File: config.mk
export PLATFORM = sky130hd
export DESIGN_NAME = output_rd_ctrl_flat
export DESIGN_NICKNAME = d
export VERILOG_FILES = /design/src/rtl/output_rd_ctrl_if.sv /design/src/rtl/output_rd_ctrl.sv /design/src/flat_wrapper.sv
export SDC_FILE = /design/constraint.sdc
export NUM_CORES = 1
export LEC_CHECK = 0
export ABC_AREA = 1
export ABC_CLOCK_PERIOD_IN_PS = 3000
export BUFFER_PORTS_ARGS = -buffer_cell sky130_fd_sc_hd__buf_4
export CAP_MARGIN = 20
export CORE_AREA = 2 2 91 84
export DETAILED_ROUTE_END_ITERATION = 7
export DIE_AREA = 0 0 93 86
export PLACE_DENSITY = 0.75
export REMOVE_ABC_BUFFERS = 1
export SKIP_LAST_GASP = 1
export SYNTH_ARGS = -nofsm -noshare
export SYNTH_HDL_FRONTEND = slang
export SYNTH_SLANG_ARGS = --single-unit
File: constraint.sdc
create_clock -name i_clk -period 3 [get_ports i_clk]
set_input_delay 0.3 -clock i_clk [delete_from_list [all_inputs] [get_ports i_clk]]
set_output_delay 0.3 -clock i_clk [all_outputs]
set_load 0.05 [all_outputs]
File: src/rtl/output_rd_ctrl_if.sv
// Handshake bundle between the per-port read controller and its neighbours
// (arbiter grant, queue manager, read engine, length parser, block free list).
interface output_rd_ctrl_if #(
  parameter int PORTNUM        = 16,
  parameter int BLK_ADDR_WIDTH = 10,
  parameter int LEN_WIDTH      = 10,
  parameter int BLK_BYTES      = 64,
  parameter int BUS_BYTES      = 4
);
  localparam int PORT_W = (PORTNUM > 1) ? $clog2(PORTNUM) : 1;
  localparam int BEATS  = BLK_BYTES / BUS_BYTES;
  localparam int BEAT_W = (BEATS > 1) ? $clog2(BEATS) : 1;

  logic [PORT_W-1:0]         i_port;
  logic                      i_port_vld;
  logic                      o_port_rdy;
  logic                      o_addr_req;
  logic [PORT_W-1:0]         o_addr_port;
  logic [BLK_ADDR_WIDTH-1:0] i_addr;
  logic                      i_addr_vld;
  logic                      o_rd_vld;
  logic                      i_rd_rdy;
  logic [BLK_ADDR_WIDTH-1:0] o_rd_addr;
  logic [BEAT_W-1:0]         o_rd_beats;
  logic                      o_rd_last;
  logic                      i_rd_done;
  logic [LEN_WIDTH-1:0]      i_len;
  logic                      i_len_vld;
  logic [BLK_ADDR_WIDTH-1:0] o_rls_addr;
  logic                      o_rls_vld;
  logic                      o_pkt_done;
  logic [PORT_W-1:0]         o_pkt_port;

  // Controller side.
  modport master (
    input  i_port, i_port_vld, i_addr, i_addr_vld, i_rd_rdy, i_rd_done, i_len, i_len_vld,
    output o_port_rdy, o_addr_req, o_addr_port, o_rd_vld, o_rd_addr, o_rd_beats, o_rd_last,
           o_rls_addr, o_rls_vld, o_pkt_done, o_pkt_port
  );

  // Environment side.
  modport slave (
    output i_port, i_port_vld, i_addr, i_addr_vld, i_rd_rdy, i_rd_done, i_len, i_len_vld,
    input  o_port_rdy, o_addr_req, o_addr_port, o_rd_vld, o_rd_addr, o_rd_beats, o_rd_last,
           o_rls_addr, o_rls_vld, o_pkt_done, o_pkt_port
  );
endinterface

File: src/rtl/output_rd_ctrl.sv
// Per-output-port packet read controller: fetches block addresses, issues exact-length reads, frees blocks.
// Release follows read completion by 1 cycle; every request/command holds until its handshake completes.
module output_rd_ctrl #(
  parameter int PORTNUM        = 16,
  parameter int BLK_ADDR_WIDTH = 10,
  parameter int LEN_WIDTH      = 10,
  parameter int BLK_BYTES      = 64,
  parameter int BUS_BYTES      = 4,
  parameter int HDR_BYTES      = 4
) (
  input  logic             i_clk,
  input  logic             i_rst,
  output_rd_ctrl_if.master bus
);
  localparam int PORT_W = (PORTNUM > 1) ? $clog2(PORTNUM) : 1;
  localparam int BEATS  = BLK_BYTES / BUS_BYTES;
  localparam int BEAT_W = (BEATS > 1) ? $clog2(BEATS) : 1;
  localparam int BLK_SH = $clog2(BLK_BYTES);
  localparam int BUS_SH = $clog2(BUS_BYTES);
  localparam int TOT_W  = LEN_WIDTH + 2;

  typedef enum logic [2:0] {IDLE, REQ, ISSUE, WAIT_DONE, WAIT_LEN, DONE} state_t;

  state_t                    state;
  logic [PORT_W-1:0]         port_q;
  logic [BLK_ADDR_WIDTH-1:0] addr_q;
  logic                      first;
  logic                      len_known;
  logic [TOT_W-1:0]          blk_left;
  logic [BEAT_W-1:0]         last_m1;

  logic                      port_rdy;
  logic                      addr_req;
  logic                      rd_vld;
  logic [BLK_ADDR_WIDTH-1:0] rd_addr;
  logic [BEAT_W-1:0]         rd_beats;
  logic                      rd_last;
  logic                      rls_vld;
  logic [BLK_ADDR_WIDTH-1:0] rls_addr;
  logic                      pkt_done;
  logic [PORT_W-1:0]         pkt_port;

  logic [TOT_W-1:0]  tot;
  logic [TOT_W-1:0]  tot_rem;
  logic [TOT_W-1:0]  lb_bytes;
  logic [TOT_W-1:0]  lb_beats;
  logic [TOT_W-1:0]  len_left;
  logic [BEAT_W-1:0] len_last_m1;
  logic              len_take;
  logic              eff_known;
  logic [TOT_W-1:0]  eff_left;
  logic [TOT_W-1:0]  nxt_left;
  logic              adv;

  // Length decode: header rides in front of the payload, so the byte count spans tot bytes.
  always_comb begin
    tot         = TOT_W'(bus.i_len) + TOT_W'(HDR_BYTES);
    tot_rem     = tot & TOT_W'(BLK_BYTES - 1);
    lb_bytes    = (tot_rem == '0) ? TOT_W'(BLK_BYTES) : tot_rem;
    lb_beats    = (lb_bytes + TOT_W'(BUS_BYTES - 1)) >> BUS_SH;
    len_left    = ((tot + TOT_W'(BLK_BYTES - 1)) >> BLK_SH) - TOT_W'(1);
    len_last_m1 = BEAT_W'(lb_beats - TOT_W'(1));
    len_take    = bus.i_len_vld && !len_known &&
                  (state == ISSUE || state == WAIT_DONE || state == WAIT_LEN);
    eff_known   = len_known || len_take;
    eff_left    = len_take ? len_left : blk_left;
    // After the first block blk_left counts remaining blocks; later it includes the block just read.
    nxt_left    = first ? eff_left : (eff_left - TOT_W'(1));
    adv         = (state == WAIT_DONE && bus.i_rd_done && !(first && !eff_known)) ||
                  (state == WAIT_LEN && len_take);
  end

  always_ff @(posedge i_clk) begin
    if (i_rst) begin
      state     <= IDLE;
      port_q    <= '0;
      addr_q    <= '0;
      first     <= 1'b0;
      len_known <= 1'b0;
      blk_left  <= '0;
      last_m1   <= '0;
      port_rdy  <= 1'b0;
      addr_req  <= 1'b0;
      rd_vld    <= 1'b0;
      rd_addr   <= '0;
      rd_beats  <= '0;
      rd_last   <= 1'b0;
      rls_vld   <= 1'b0;
      rls_addr  <= '0;
      pkt_done  <= 1'b0;
      pkt_port  <= '0;
    end else begin
      rls_vld  <= 1'b0;
      rls_addr <= '0;
      pkt_done <= 1'b0;
      pkt_port <= '0;

      if (len_take) begin
        len_known <= 1'b1;
        blk_left  <= len_left;
        last_m1   <= len_last_m1;
      end

      case (state)
        IDLE: begin
          port_rdy <= 1'b1;
          if (port_rdy && bus.i_port_vld) begin
            port_q    <= bus.i_port;
            first     <= 1'b1;
            len_known <= 1'b0;
            blk_left  <= '0;
            port_rdy  <= 1'b0;
            addr_req  <= 1'b1;
            state     <= REQ;
          end
        end
        REQ: begin
          if (bus.i_addr_vld) begin
            addr_req <= 1'b0;
            addr_q   <= bus.i_addr;
            rd_vld   <= 1'b1;
            rd_addr  <= bus.i_addr;
            // The first block is always read whole; the engine trims beyond the length.
            if (!first && blk_left == TOT_W'(1)) begin
              rd_beats <= last_m1;
              rd_last  <= 1'b1;
            end else begin
              rd_beats <= BEAT_W'(BEATS - 1);
              rd_last  <= 1'b0;
            end
            state <= ISSUE;
          end
        end
        ISSUE: begin
          if (bus.i_rd_rdy) begin
            rd_vld <= 1'b0;
            state  <= WAIT_DONE;
          end
        end
        WAIT_DONE: begin
          if (bus.i_rd_done) begin
            rls_vld  <= 1'b1;
            rls_addr <= addr_q;
            if (!adv) state <= WAIT_LEN;
          end
        end
        WAIT_LEN: begin
        end
        DONE: begin
          port_rdy <= 1'b1;
          state    <= IDLE;
        end
        default: state <= IDLE;
      endcase

      if (adv) begin
        first <= 1'b0;
        if (nxt_left == '0) begin
          pkt_done <= 1'b1;
          pkt_port <= port_q;
          state    <= DONE;
        end else begin
          blk_left <= nxt_left;
          addr_req <= 1'b1;
          state    <= REQ;
        end
      end
    end
  end

  assign bus.o_port_rdy  = port_rdy;
  assign bus.o_addr_req  = addr_req;
  assign bus.o_addr_port = addr_req ? port_q : '0;
  assign bus.o_rd_vld    = rd_vld;
  assign bus.o_rd_addr   = rd_addr;
  assign bus.o_rd_beats  = rd_beats;
  assign bus.o_rd_last   = rd_last;
  assign bus.o_rls_vld   = rls_vld;
  assign bus.o_rls_addr  = rls_addr;
  assign bus.o_pkt_done  = pkt_done;
  assign bus.o_pkt_port  = pkt_port;
endmodule

File: src/flat_wrapper.sv
// flat-port wrapper written by rule: the top's interface ports become plain ports
module output_rd_ctrl_flat 
#(
  parameter int PORTNUM        = 16,
  parameter int BLK_ADDR_WIDTH = 10,
  parameter int LEN_WIDTH      = 10,
  parameter int BLK_BYTES      = 64,
  parameter int BUS_BYTES      = 4,
  parameter int HDR_BYTES      = 4
)
  (i_clk, i_rst, bus_i_port, bus_i_port_vld, bus_i_addr, bus_i_addr_vld, bus_i_rd_rdy, bus_i_rd_done, bus_i_len, bus_i_len_vld, bus_o_port_rdy, bus_o_addr_req, bus_o_addr_port, bus_o_rd_vld, bus_o_rd_addr, bus_o_rd_beats, bus_o_rd_last, bus_o_rls_addr, bus_o_rls_vld, bus_o_pkt_done, bus_o_pkt_port);
  output_rd_ctrl_if #(.PORTNUM(PORTNUM), .BLK_ADDR_WIDTH(BLK_ADDR_WIDTH), .LEN_WIDTH(LEN_WIDTH), .BLK_BYTES(BLK_BYTES), .BUS_BYTES(BUS_BYTES)) bus_i ();
  input  logic i_clk;
  input  logic i_rst;
  input wire logic [$bits(bus_i.i_port)-1:0] bus_i_port;
  input wire logic [$bits(bus_i.i_port_vld)-1:0] bus_i_port_vld;
  input wire logic [$bits(bus_i.i_addr)-1:0] bus_i_addr;
  input wire logic [$bits(bus_i.i_addr_vld)-1:0] bus_i_addr_vld;
  input wire logic [$bits(bus_i.i_rd_rdy)-1:0] bus_i_rd_rdy;
  input wire logic [$bits(bus_i.i_rd_done)-1:0] bus_i_rd_done;
  input wire logic [$bits(bus_i.i_len)-1:0] bus_i_len;
  input wire logic [$bits(bus_i.i_len_vld)-1:0] bus_i_len_vld;
  output wire logic [$bits(bus_i.o_port_rdy)-1:0] bus_o_port_rdy;
  output wire logic [$bits(bus_i.o_addr_req)-1:0] bus_o_addr_req;
  output wire logic [$bits(bus_i.o_addr_port)-1:0] bus_o_addr_port;
  output wire logic [$bits(bus_i.o_rd_vld)-1:0] bus_o_rd_vld;
  output wire logic [$bits(bus_i.o_rd_addr)-1:0] bus_o_rd_addr;
  output wire logic [$bits(bus_i.o_rd_beats)-1:0] bus_o_rd_beats;
  output wire logic [$bits(bus_i.o_rd_last)-1:0] bus_o_rd_last;
  output wire logic [$bits(bus_i.o_rls_addr)-1:0] bus_o_rls_addr;
  output wire logic [$bits(bus_i.o_rls_vld)-1:0] bus_o_rls_vld;
  output wire logic [$bits(bus_i.o_pkt_done)-1:0] bus_o_pkt_done;
  output wire logic [$bits(bus_i.o_pkt_port)-1:0] bus_o_pkt_port;
  assign bus_i.i_port = bus_i_port;
  assign bus_i.i_port_vld = bus_i_port_vld;
  assign bus_i.i_addr = bus_i_addr;
  assign bus_i.i_addr_vld = bus_i_addr_vld;
  assign bus_i.i_rd_rdy = bus_i_rd_rdy;
  assign bus_i.i_rd_done = bus_i_rd_done;
  assign bus_i.i_len = bus_i_len;
  assign bus_i.i_len_vld = bus_i_len_vld;
  assign bus_o_port_rdy = bus_i.o_port_rdy;
  assign bus_o_addr_req = bus_i.o_addr_req;
  assign bus_o_addr_port = bus_i.o_addr_port;
  assign bus_o_rd_vld = bus_i.o_rd_vld;
  assign bus_o_rd_addr = bus_i.o_rd_addr;
  assign bus_o_rd_beats = bus_i.o_rd_beats;
  assign bus_o_rd_last = bus_i.o_rd_last;
  assign bus_o_rls_addr = bus_i.o_rls_addr;
  assign bus_o_rls_vld = bus_i.o_rls_vld;
  assign bus_o_pkt_done = bus_i.o_pkt_done;
  assign bus_o_pkt_port = bus_i.o_pkt_port;
  output_rd_ctrl #(.PORTNUM(PORTNUM), .BLK_ADDR_WIDTH(BLK_ADDR_WIDTH), .LEN_WIDTH(LEN_WIDTH), .BLK_BYTES(BLK_BYTES), .BUS_BYTES(BUS_BYTES), .HDR_BYTES(HDR_BYTES)) u_core (.i_clk(i_clk), .i_rst(i_rst), .bus(bus_i));
endmodule
=== Word-level counts from Yosys, hierarchy flattened ===
Index checks and enable logic that the tools add are counted.

* Reductions and logical operators: 30
* Multiplexer cells: 32
* $add $sub $neg: 6
* Equality and inequality tests: 13
* Bitwise operators: 4

{| class="wikitable"
|+ Operator list
! cell !! count
|-
| 12-bit two-way mux || 6
|-
| 12-bit zero test || 2
|-
| 3-bit two-way mux || 6
|-
| 3-bit one-hot mux with 5 select lines || 1
|-
| 1-bit two-way mux || 13
|-
| 12-bit by 6-bit adder with 12-bit output, second input constant || 1
|-
| 12-bit by 1-bit == test with 1-bit output, second input constant || 1
|-
| 12-bit by 1-bit subtractor with 12-bit output, second input constant || 1
|-
| 10-bit by 3-bit adder with 11-bit output, second input constant || 1
|-
| 3-bit by 2-bit inequality test with 1-bit output, second input constant || 3
|-
| 1-bit logical AND || 8
|-
| 4-bit two-way mux || 2
|-
| 6-bit by 1-bit subtractor with 7-bit output, second input constant || 1
|-
| 6-bit by 2-bit adder with 6-bit output, second input constant || 1
|-
| 3-bit by 2-bit == test with 1-bit output, second input constant || 2
|-
| 3-bit == test, second input constant || 2
|-
| 6-bit two-way mux || 1
|-
| 1-bit one-hot mux with 2 select lines || 3
|-
| 2-bit OR reduction || 3
|-
| 3-bit OR reduction || 2
|-
| 5-bit AND reduction || 1
|-
| 1-bit zero test || 4
|-
| 1-bit logical OR || 4
|-
| 2-bit inequality test, second input constant || 2
|-
| 9 further kinds || 14
|}

* Word-level logic and storage cells: 101
* Register bits after elaboration: 59
* Input port bits: 31
* Output and inout bits: 38

=== Depth between registers and ports, before layout ===
Gate-level depths: netlist of run 1.

* Word-level depth: 12
* Mapped depth: 26

=== Least setup slack after synthesis of run 1 ===
Ideal clock, no wire load.

* Path type: input-to-reg
* From: in bus_i_len[2]
* To: reg u_core.blk_left[2]
* Stages on the path: 25
* Arrival: 2,758 ps
* Slack: 176 ps
* Buffers on the path: 0
* Data required time: 2,934 ps
* Cells stage by stage: ha_1 -> nand2_2 -> inv_2 -> nor2_1 -> nor2_1 -> nand2_1 -> nand2_1 -> nand2_1 -> nand2_1 -> ha_1 -> nand2_1 -> o21ai_2 -> ha_1 -> nand2_1 -> nand2_1 -> nand3_1 -> nor2_1 -> nand3_1 -> nor2_1 -> nand3_1 -> nor2_2 -> nand3_4 -> nor2_4 -> inv_2 -> a21oi_2

* Cells in the longest elaborated chain, start to end: 9
* Elaborated cells on any way between the ends: 11
* Those cells by class: add/sub (4); mux (6); reduce/logical (1)

{| class="wikitable"
|+ RTL lines
! what !! line !! text
|-
| start, declared || flat_wrapper.sv:21 || <nowiki>input wire logic [$bits(bus_i.i_len)-1:0] bus_i_len;</nowiki>
|-
| 10-bit by 3-bit adder with 11-bit output (*) || output_rd_ctrl.sv:57 || <nowiki>tot = TOT_W'(bus.i_len) + TOT_W'(HDR_BYTES);</nowiki>
|-
| 12-bit by 6-bit adder with 12-bit output (*) || output_rd_ctrl.sv:61 || <nowiki>len_left = ((tot + TOT_W'(BLK_BYTES - 1)) >> BLK_SH) - TOT_W'(1);</nowiki>
|-
| 6-bit by 1-bit subtractor with 7-bit output (*) || output_rd_ctrl.sv:61 ||
|-
| 12-bit two-way mux (*) || output_rd_ctrl.sv:66, output_rd_ctrl.sv:98 ||
|-
| 12-bit by 1-bit subtractor with 12-bit output || output_rd_ctrl.sv:68 || <nowiki>nxt_left = first ? eff_left : (eff_left - TOT_W'(1));</nowiki>
|-
| 12-bit two-way mux || output_rd_ctrl.sv:68 ||
|-
| 12-bit zero test || output_rd_ctrl.sv:158 || <nowiki>if (nxt_left == '0) begin</nowiki>
|-
| 12-bit two-way mux || output_rd_ctrl.sv:158 ||
|-
| 12-bit two-way mux (*) || output_rd_ctrl.sv:156 || <nowiki>if (adv) begin</nowiki>
|-
| end signal, assigned || output_rd_ctrl.sv:100 || <nowiki>blk_left <= len_left;</nowiki>
|-
| end signal, assigned || output_rd_ctrl.sv:163 || <nowiki>blk_left <= nxt_left;</nowiki>
|-
| end, declared || output_rd_ctrl.sv:29 || <nowiki>logic [TOT_W-1:0] blk_left;</nowiki>
|}

Every way passes the cells marked *; elsewhere a longest branch is shown, timed or not.
A chain may end at the register's enable or synchronous reset.

=== Worst setup path after layout of run 1 ===
Ends and elaborated chain as after synthesis.

==> out/metrics.cfg, run 1 <==
[run_status]
status = finished clean

[global_route]
antenna_found_initial = 0
grt_start_max_net_pins = 24
track_usage_pct = 22.8
grt_pass1_vias = 3144
grt_overflow = 0
grt_pass1_wl_microns = 14300

[drt]
drc_errors = 0
wl_microns = 9140
vias = 3600
first_pass_iters = 4
viasPerCell = 5.16
drt-wirelength-per-cell_microns = 13.1
ant_nets = 0
drtIter0Drc = 218

[worst_setup_path]
path_class = in2reg
cp-end-kind = flop
critPathSlowestCell = ha_1
cp.arrival_ps = 3080
startpoint_type = primary input
crit_top_cell = nand2_2
cpPeakStageDelay_ps = 270
rrSetupSlack_ps = 260
crit_fanout = 6
critPathBufInv = 3
crit_family = simple AND/OR/NAND/NOR gates
crit_required_ps = 3280

[cells_and_area]
diodes = 0
drive_gt1_share_pct = 33.7
layout.nets = 637
seq_area_sq_um = 1180
area_growth_pct = 32.1
multiInputGateArea_sq_um = 1990
final_core_util_pct = 65.0
final_cells = 698
fillerInstances = 622

[synth]
synth_area_leaders = dfxtp_1, nand2_1, inv_1
postSynthCellCount = 500
yosysSeqAreaShare_pct = 34.5
avgSynthCellArea_sq_um = 6.85
yosys_warnings = 0
ys_ff_latch = 59
synth_top_area_share_pct = 34.5
syn-cell-area_sq_um = 3430
synth_top_area_cell = dfxtp_1
yosysUniqueCellTypes = 39

[floorplan]
fp.dieArea_sq_um = 8000
core_area_sq_um = 6970
start_util_pct = 49.2
ioPinCount = 69
row_count = 29
dieWidth_microns = 93
die_h_microns = 86

[clock_tree]
cts_tree = yes
cts_buffers = 9
cts.clk_slew.worst_paths_ps = 60
clock_latency_ps = 340
clockBufferDepth = 2
h-tree-depth = 3
clock-root-buffer = clkbuf_8
cts_hold_buffers = 0
cts_sinks = 59

[sta]
max_slew_margin_pct = 61.2
fin_ws_ps = 193
setup_viol = 0
clock.fmax_ghz = 0.356
final.period_utilization_pct = 93.6
fin_crit_ps = 2810
worst_pin_slew_ps = 582
hold_violations = 0
finalClockSkew_ps = 8.58
final-max-slew-violation-count = 0

[place]
dp_slack_ps = -151
gp_congestion = 0.933
place_hpwl_microns = 6920
placed_cells = 678
portBuffers = 68

[power_and_ir_drop]
ir_worst_vdd_v = 0.000576
powerDensity_nw_per_um2 = 711
p_leak_nw = 2.18

[flow_run]
drv_cap = 0

[min_path]
hold_path.class = in2reg

[report_power, final]
part | switching, mW | internal, mW | total, mW
clock network | 0.316 | 0.398 | 0.714
registers | 0.0677 | 0.883 | 0.950
logic | 0.995 | 0.560 | 1.55
[cell usage after synthesis]
cell      count
o21ai_1       2
nand3b_1      2
nor2_1       52
o32ai_1       1
a31oi_1       2
or2_2         6
buf_6         1
inv_1        60
inv_2        13
nand4_1       9
nand4_4       1
nand3_4       2
o31ai_1       5
nor2_8        1
nand2_4       4
o21bai_1      1
dfxtp_1      59
o21ai_0      21
nand3_2       8
nand2_2      15
a21oi_2       3
xnor2_1       3
nand2_1     110
buf_2         1
o221a_2       4
nor2_2       10
xor2_1        3
o211ai_1      1
nand3_1      36
nor4_1        1
o22ai_1       1
nor3_1        6
o21ai_2       2
nor2_4        4
clkbuf_1      9
or4_1         1
ha_1          5
a21oi_1      34
nor3b_1       1
[sequential cells by signal, indices dropped and copies added (netlist names), 3 cells and up]
| register | cells |
|---|---|
| u_core.bus.o_pkt_port | 4 |
| u_core.bus.o_rls_addr | 10 |
| u_core.blk_left | 12 |
| u_core.port_q | 4 |
| u_core.state | 3 |
| u_core.bus.o_rd_beats | 4 |
| u_core.last_m1 | 4 |
| u_core.bus.o_rd_addr | 10 |
[cell families (layout without fill, tap and decap cells)]
kind of cell / count (synthesis) / after routing / synth area share [%]
AOI/OAI and AO/OA: 77 / 77 / 13.3
xor gates and xnor gates: 6 / 6 / 1.53
adders and majority gates: 5 / 5 / 1.83
DFF: 59 / 59 / 34.5
buffers and inverters: 84 / 189 / 9.46
and+or+nand+nor: 269 / 269 / 39.4
[final timing paths]
| check | startpoint | endpoint | cells after the start |
|---|---|---|---|
| min | bus_i_port[2] | u_core.port_q[2] | 3 |
| max | bus_i_len[2] | u_core.blk_left[2] | 25 |
| max reg2reg | u_core.state[1] | u_core.blk_left[2] | 18 |
| min reg2reg | u_core.bus.o_rd_addr[7] | u_core.bus.o_rls_addr[7] | 2 |
[final cells by class]
type                    instances  share of cell area [%]
multi-input cells             357                    44.0
clock buffers                  10                    3.04
well taps                      93                    2.57
flip-flops and latches         59                    26.1
clock inverters                 5                    1.19
repair buffers                101                    16.9
inverters                      73                    6.17
[timing repair]
item,CTS,global route
gates resized for setup,0,22
buffers inserted,0,5
setup endpoints to repair,0,9
[layout by cell type, fill, tap and decap left out, types with 2 or more instances in the layout]
master and instances:
o221a_2 4, nand2_2 20, nand4_1 9, dfxtp_1 58, o21ai_2 2, buf_4 99, nor2_4 5, ha_1 3
a21oi_1 34, o21ai_1 2, xor2_1 3, inv_4 2, clkinv_2 3, clkbuf_8 10, nor3_1 6, nand2_1 104
nor2_1 50, o21ai_0 21, a31oi_1 2, inv_2 12, nand3_4 2, nor2_2 11, nand2_4 5, nand3_1 33
a21oi_2 3, ha_4 2, inv_1 59, buf_6 2, xnor2_1 3, nand3_2 11, o31ai_1 5, or2_2 6
nand3b_1 2
[stage by stage]
stage / TNS, ps / hold WS [ps] / cell area (sq um) / power (mW)
2_1_floorplan: 0 / 369 / 3380 / 2.01
3_3_place_gp: -336 / 438 / 4210 / 2.43
3_5_place_dp: -1070 / 444 / 4210 / 2.45
4_1_cts: 0 / 224 / 4400 / 3.18
5_1_grt: -31.6 / 240 / 4530 / 3.40
6_report: 0 / 242 / 4530 / 3.22
[metal layers]
| layer | GRT usage (%) | vias up | share of wire [%] | wire length [microns] |
|---|---|---|---|---|
| li1 | - | 1828 | - | - |
| met1 | 29.8 | 1635 | 45 | 4080 |
| met2 | 37.7 | 118 | 47 | 4330 |
| met3 | 5.27 | 19 | 6.2 | 565 |
| met4 | 6.68 | 0 | 1.7 | 158 |
| met5 | 0 | - | 0 | 0 |
[worst min-delay path: cells and delay by family]
family	cells	cell delay, ps
compound gates	2	170
buf+inv	1	70
No activity file was read; power rests on OpenSTA's default activity.
==> run 2, diff against run 1 <==
--- a/config.mk
+++ b/config.mk
@@ -6,13 +6,13 @@
 export NUM_CORES = 1
 export LEC_CHECK = 0
 export ABC_AREA = 1
-export ABC_CLOCK_PERIOD_IN_PS = 3000
+export ABC_CLOCK_PERIOD_IN_PS = 3600
 export BUFFER_PORTS_ARGS = -buffer_cell sky130_fd_sc_hd__buf_4
 export CAP_MARGIN = 20
 export CORE_AREA = 2 2 91 84
 export DETAILED_ROUTE_END_ITERATION = 7
 export DIE_AREA = 0 0 93 86
-export PLACE_DENSITY = 0.75
+export PLACE_DENSITY = 0.72
 export REMOVE_ABC_BUFFERS = 1
 export SKIP_LAST_GASP = 1
 export SYNTH_ARGS = -nofsm -noshare
==> constraint.sdc (replaced) <==
create_clock -name i_clk -period 3.6 [get_ports i_clk]
set_input_delay 0.36 -clock i_clk [delete_from_list [all_inputs] [get_ports i_clk]]
set_output_delay 0.36 -clock i_clk [all_outputs]
set_load 0.05 [all_outputs]
==> run 2 against run 1 <==
  * Setup slack better by 450 ps
  * Non-clock buffer count down 26
  * Utilization down 4.3 points
  * Via count down 5.0%
  * Critical endpoint unchanged
  * Largest power group unchanged
==> out/metrics.cfg, run 2 (synthesis gave the netlist of run 1 again) <==
[cells_and_area]
fillerInstances = 676  ; was 622
area_growth_pct = 23.3  ; was 32.1%
final_cell_mix = nand2_1, buf_4, inv_1  ; unchanged
largest-register = u_core.blk_left  ; unchanged
layout_commonest_cell = nand2_1  ; unchanged
final_cells = 672  ; was 698
largest_register_ffs = 12  ; unchanged
drive_gt1_share_pct = 28.2  ; was 33.7%
multiInputGateArea_sq_um = 1920  ; was 1990 sq um
seq_area_sq_um = 1180  ; about the same
layout.nets = 611  ; was 637
diodes = 0  ; unchanged

[min_path]
min_from = bus_i_addr[1]  ; was bus_i_port[2]
min_to = u_core.bus.o_rd_addr[1]  ; was u_core.port_q[2]
hold_path.class = in2reg  ; unchanged
holdPathStages = 3  ; unchanged

[sta]
finalClockSkew_ps = 7.06  ; was 8.58 ps
final-max-slew-violation-count = 0  ; unchanged
fin_crit_ps = 2960
max_slew_margin_pct = 61.1  ; was 61.2%
setup_viol = 0  ; unchanged
hold_violations = 0  ; unchanged
setup_tns_ps = 0  ; unchanged
final.period_utilization_pct = 82.2
worst_pin_slew_ps = 582  ; about the same
clock.fmax_ghz = 0.338
rsz0062_at_grt = false

[clock_tree]
clock-root-buffer = clkbuf_8  ; unchanged
cts.clk_slew.worst_paths_ps = 60  ; about the same
h-tree-depth = 3  ; unchanged
cts.repair.resized = 0  ; unchanged
cts_buffers = 9  ; unchanged
cts_hold_buffers = 0  ; unchanged
cts_tree = yes  ; unchanged
clockBufferDepth = 2  ; unchanged
post_cts_buffers = 0  ; unchanged
clock_latency_ps = 330  ; was 340 ps
cts_sinks = 59  ; unchanged

[drt]
drc_errors = 0  ; unchanged
ant_nets = 0  ; unchanged
wl_microns = 8450  ; was 9140 microns
vias = 3419  ; was 3600
viasPerCell = 5.09  ; was 5.16
first_pass_iters = 4  ; unchanged
drt-wirelength-per-cell_microns = 12.6  ; was 13.1 microns
drtIter0Drc = 171  ; was 218

[place]
portBuffers = 68  ; unchanged
gp_congestion = 0.949  ; was 0.933
place_hpwl_microns = 6540  ; was 6920 microns
placed_cells = 657  ; was 678

[power_and_ir_drop]
ir_worst_vdd_v = 0.000351  ; was 0.000576 V
powerDensity_nw_per_um2 = 585  ; was 711 nW/um^2
p_switching_mw = 1.08  ; was 1.38 mW
p_int_mw = 1.39  ; was 1.84 mW
pwr-share-seq_pct = 32.0  ; was 29.5%
switching_share_pct = 43.6  ; was 42.8%
pwr-share-clk_pct = 20.7  ; was 22.2%
p_comb_share_pct = 47.3  ; was 48.3%
p_leak_nw = 2.03  ; was 2.18 nW

[worst_setup_path]
crit_family = simple AND/OR/NAND/NOR gates  ; unchanged
path_class = in2reg  ; unchanged
startpoint_type = primary input  ; unchanged
cp-end-kind = flop  ; unchanged
cp.arrival_ps = 3230  ; was 3080 ps
reg2reg_depth = 18  ; unchanged
critPathBufInv = 2  ; was 3
crit_fanout = 8  ; was 6
cpPeakStageDelay_ps = 290  ; was 270 ps
r2r_start = u_core.state[1]  ; unchanged
rrSetupSlack_ps = 860  ; was 260 ps
crit_top_cell = nand2_1  ; was nand2_2
regToRegEndpoint = u_core.blk_left[2]  ; unchanged
critPathSlowestCell = ha_1  ; unchanged
crit_required_ps = 3870  ; was 3280 ps
cp_cell_sequence = buf_4, ha_1, nand2_2, nor2_2, nand3_2, nand2_2, nand2_1, ha_1, nand2_1, o21ai_2, ha_1, nand2_1, nand2_1, nand3_1, nor2_1, nand3_1, nor2_1, nand3_1, nor2_2, nand3_4, nor2_4, inv_2, a21oi_2

[global_route]
grt_pass1_vias = 3111  ; was 3144
track_usage_pct = 22.3  ; was 22.8%
grt_pass1_wl_microns = 14300  ; about the same
antenna_found_initial = 0  ; unchanged
grt_start_max_net_pins = 24  ; unchanged
grt_overflow = 0  ; unchanged

[floorplan]
die_h_microns = 86  ; unchanged
row_count = 29  ; unchanged
fp.dieArea_sq_um = 8000  ; unchanged
dieWidth_microns = 93  ; unchanged
ioPinCount = 69  ; unchanged
start_util_pct = 49.2  ; unchanged
core_area_sq_um = 6970  ; unchanged

[flow_run]
drv_cap = 0  ; unchanged

[run_status]
status = finished clean  ; unchanged

## run 2: changes by cell type in the layout (fill, tap and decap cells not counted), moves of 2 or more
cell	previous run	this run
buf_4	99	75
buf_6	2	0
clkinvlp_4	0	2
ha_1	3	5
ha_4	2	0
inv_4	2	0
nand2_1	104	110
nand2_2	20	15
nand3_1	33	36
nand3_2	11	8
nor2_1	50	52
## run 2: how the worst max path moves through the flow
stage,startpoint,end,slack [ps],depth (start not counted)
floorplan,bus_i_len[2],u_core.blk_left[0],700,25
global placement,bus_i_len[2],u_core.blk_left[0],400,26
detailed placement,bus_i_len[2],u_core.blk_left[2],310,26
CTS,bus_i_len[2],u_core.blk_left[2],660,26
global route,bus_i_len[2],u_core.bus.o_pkt_port[0],260,26
finish,bus_i_len[2],u_core.blk_left[2],640,23
## run 2: per-layer routing
layer  part of all wire [%]  GRT usage [%]  vias to the layer above
met5                      0              0                        -
met4                    1.5           7.89                        0
met3                    5.4           5.01                       11
met2                     47           37.1                       86
met1                     47           28.6                     1557
li1                       -              -                     1765
## run 2: cell type report
| type | count | share of cell area [%] |
|---|---|---|
| Tap cell | 93 | 2.76 |
| Multi-Input combinational cell | 357 | 45.5 |
| Sequential cell | 59 | 28.0 |
| Clock buffer | 10 | 3.26 |
| Inverter | 73 | 6.49 |
| Clock inverter | 5 | 0.711 |
| Timing Repair Buffer | 75 | 13.3 |
## run 2: power groups by stage
stage	Clock (mW)	Combinational (mW)	Sequential, mW
4_1_cts	0.526	1.16	0.790
3_3_place_gp	0	1.15	0.801
3_5_place_dp	0	1.16	0.804
6_report	0.511	1.17	0.790
5_1_grt	0.549	1.31	0.802
2_1_floorplan	0	0.737	0.942
## run 2: tightest hold or removal path, cell delays in order
cell	delay (ps)
buf_4	70
o21ai_0	70
a21oi_1	100
## run 2: through the flow
stage	util (%)	setup slack (ps)	total power, mW	cell area (sq um)	hold WS [ps]
after global routing	60.6	258	2.66	4220	323
after CTS	60.6	655	2.48	4220	294
after detailed placement	58.2	306	1.96	4060	443
final	60.6	640	2.47	4220	312
after floorplan	-	700	1.68	3380	429
after global placement	58.2	398	1.95	4060	439
==> run 3, diff against run 2 <==
--- a/config.mk
+++ b/config.mk
@@ -6,7 +6,7 @@
 export NUM_CORES = 1
 export LEC_CHECK = 0
 export ABC_AREA = 1
-export ABC_CLOCK_PERIOD_IN_PS = 3600
+export ABC_CLOCK_PERIOD_IN_PS = 2900
 export BUFFER_PORTS_ARGS = -buffer_cell sky130_fd_sc_hd__buf_4
 export CAP_MARGIN = 20
 export CORE_AREA = 2 2 91 84
==> constraint.sdc (replaced) <==
create_clock -name i_clk -period 2.9 [get_ports i_clk]
set_input_delay 0.29 -clock i_clk [delete_from_list [all_inputs] [get_ports i_clk]]
set_output_delay 0.29 -clock i_clk [all_outputs]
set_load 0.05 [all_outputs]
==> run 3 against run 2 <==
  * Sequential power rose by 24%
  * Sequential share of layout area shrank 2.9 points
  * Global-route usage up 0.86 points
  * Highest routed layer unchanged
  * Final area increased by 11%
  * Power rose by 43%
  * Wire length is 8.4% higher
  * Register-to-register slack lost 610 ps
  * Setup slack worse by 480 ps
  * Largest power group unchanged
==> out/metrics.cfg, run 3 (synthesis gave the netlist of run 1 again) <==
[run_status]
status = finished clean  ; unchanged

[sta]
fin_ws_ps = 163  ; was 640 ps
final.period_utilization_pct = 94.4
clock.fmax_ghz = 0.365
hold_violations = 0  ; unchanged
rsz0062_at_grt = true  ; was false
whs_ps = 216  ; was 312 ps
finalClockSkew_ps = 6.68  ; was 7.06 ps
setup_viol = 0  ; unchanged
setup_tns_ps = 0  ; unchanged
worst_pin_slew_ps = 571  ; was 582 ps
final-max-slew-violation-count = 0  ; unchanged
max_slew_margin_pct = 61.9  ; was 61.1%
fin_crit_ps = 2740

[clock_tree]
cts_tree = yes  ; unchanged
cts_buffers = 9  ; unchanged
cts_sinks = 59  ; unchanged
clock_latency_ps = 350  ; was 330 ps
clockBufferDepth = 2  ; unchanged
cts.clk_slew.worst_paths_ps = 70  ; was 60 ps
h-tree-depth = 3  ; unchanged
clock-root-buffer = clkbuf_8  ; unchanged

[drt]
drtIter0Drc = 187  ; was 171
ant_nets = 0  ; unchanged
viasPerCell = 5.02  ; was 5.09
wl_microns = 9170  ; was 8450 microns
drc_errors = 0  ; unchanged
vias = 3567  ; was 3419
drt-wirelength-per-cell_microns = 12.9  ; was 12.6 microns
first_pass_iters = 4  ; unchanged

[cells_and_area]
final_cell_mix = buf_4, nand2_1, inv_1  ; was nand2_1, buf_4, inv_1
layout_commonest_cell = buf_4  ; was nand2_1
largest_register_ffs = 12  ; unchanged
largest-register = u_core.blk_left  ; unchanged
area_growth_pct = 37.4  ; was 23.3%
final_cells = 711  ; was 672
diodes = 0  ; unchanged
drive_gt1_share_pct = 36.4  ; was 28.2%
final_core_util_pct = 67.6  ; was 60.6%
fillerInstances = 583  ; was 676
stdcell_area_sq_um = 4710  ; was 4220 sq um
layout.nets = 649  ; was 611

[global_route]
grt_pass1_vias = 3202  ; was 3111
track_usage_pct = 23.2  ; was 22.3%
grt_pass1_wl_microns = 14700  ; was 14300 microns
grt_overflow = 0  ; unchanged
grt_start_max_net_pins = 24  ; unchanged
antenna_found_initial = 0  ; unchanged

[flow_run]
drv_cap = 0  ; unchanged

[floorplan]
row_count = 29  ; unchanged
core_area_sq_um = 6970  ; unchanged
die_h_microns = 86  ; unchanged
ioPinCount = 69  ; unchanged
fp.dieArea_sq_um = 8000  ; unchanged
start_util_pct = 49.2  ; unchanged
dieWidth_microns = 93  ; unchanged

[place]
placed_cells = 685  ; was 657
gp_congestion = 0.919  ; was 0.949
placed_area_sq_um = 4270  ; was 4060 sq um
portBuffers = 68  ; unchanged
place_hpwl_microns = 6780  ; was 6540 microns
dp_slack_ps = -296  ; was 306 ps

[min_path]
holdPathStages = 3  ; unchanged
hold_path.class = in2reg  ; unchanged

[worst_setup_path]
reg2reg_depth = 18  ; unchanged
crit_fanout = 6  ; was 8
critPathSlowestCell = ha_1  ; unchanged
cp-end-kind = flop  ; unchanged
path_class = in2reg  ; unchanged
crit_required_ps = 3190  ; was 3870 ps
cpPeakStageDelay_ps = 270  ; was 290 ps
startpoint_type = primary input  ; unchanged
cp.arrival_ps = 3020  ; was 3230 ps
crit_top_cell = nand2_2  ; was nand2_1

[power_and_ir_drop]
powerDensity_nw_per_um2 = 750  ; was 585 nW/um^2
p_leak_nw = 2.25  ; was 2.03 nW
ir_worst_vdd_v = 0.000517  ; was 0.000351 V
total_power_mw = 3.53  ; was 2.47 mW

==> run 3: cell types whose count changed in the layout (fill, tap and decap cells not counted), sizes merged <==
| cell | delta |
|---|---|
| buf | +38 |
| clkbuf | -1 |
| clkinv | +2 |
| bufinv | +2 |
| clkinvlp | -2 |
==> run 3: where the power goes <==
| part | switching (mW) | internal, mW |
|---|---|---|
| Clock | 0.361 | 0.489 |
| Combinational | 1.04 | 0.660 |
| Sequential | 0.0680 | 0.913 |
==> run 3: worst max-delay path, delay by kind of cell <==
family | cells | cell delay, ps
AOI/OAI and AO/OA | 2 | 190
buffers and inverters | 4 | 370
adders and majority gates | 3 | 620
and+or+nand+nor | 16 | 1540
==> run 3: cell type report <==
type                    count  area [sq um]  share of cell area [%]
well taps                  93           116                    2.47
flip-flops and latches     59          1180                    25.1
clock buffers               9           124                    2.63
inverters                  73           284                    6.03
multi-input cells         357          2040                    43.3
clock inverters             7           100                    2.13
repair buffers            113           863                    18.3
==> run 3: path summary, 6_finish.rpt <==
check | slack, ps | startpoint | endpoint
worst max-delay path | 160 | bus_i_len[3] | u_core.blk_left[0]
worst max register to register | 250 | u_core.state[1] | u_core.blk_left[0]
worst min-delay path | 220 | bus_i_addr[9] | u_core.bus.o_rd_addr[9]
worst min register to register | 450 | u_core.bus.o_rd_addr[5] | u_core.bus.o_rls_addr[5]
==> run 3: per-layer routing <==
layer  vias to the layer above  track usage [%]  routed length, microns
li1                       1841                -                       -
met3                         8             5.80                     459
met1                      1635             30.9                    4300
met4                         0             6.95                      81
met2                        83             37.2                    4330
met5                         -                0                       0
==> run 3: what timing repair did <==
action                                  4_1_cts  5_1_grt
buffers inserted                              0       10
hold endpoints to repair                      0        0
hold buffers                                  0        0
endpoints found under the setup margin        0       10
resized for setup                             0       36
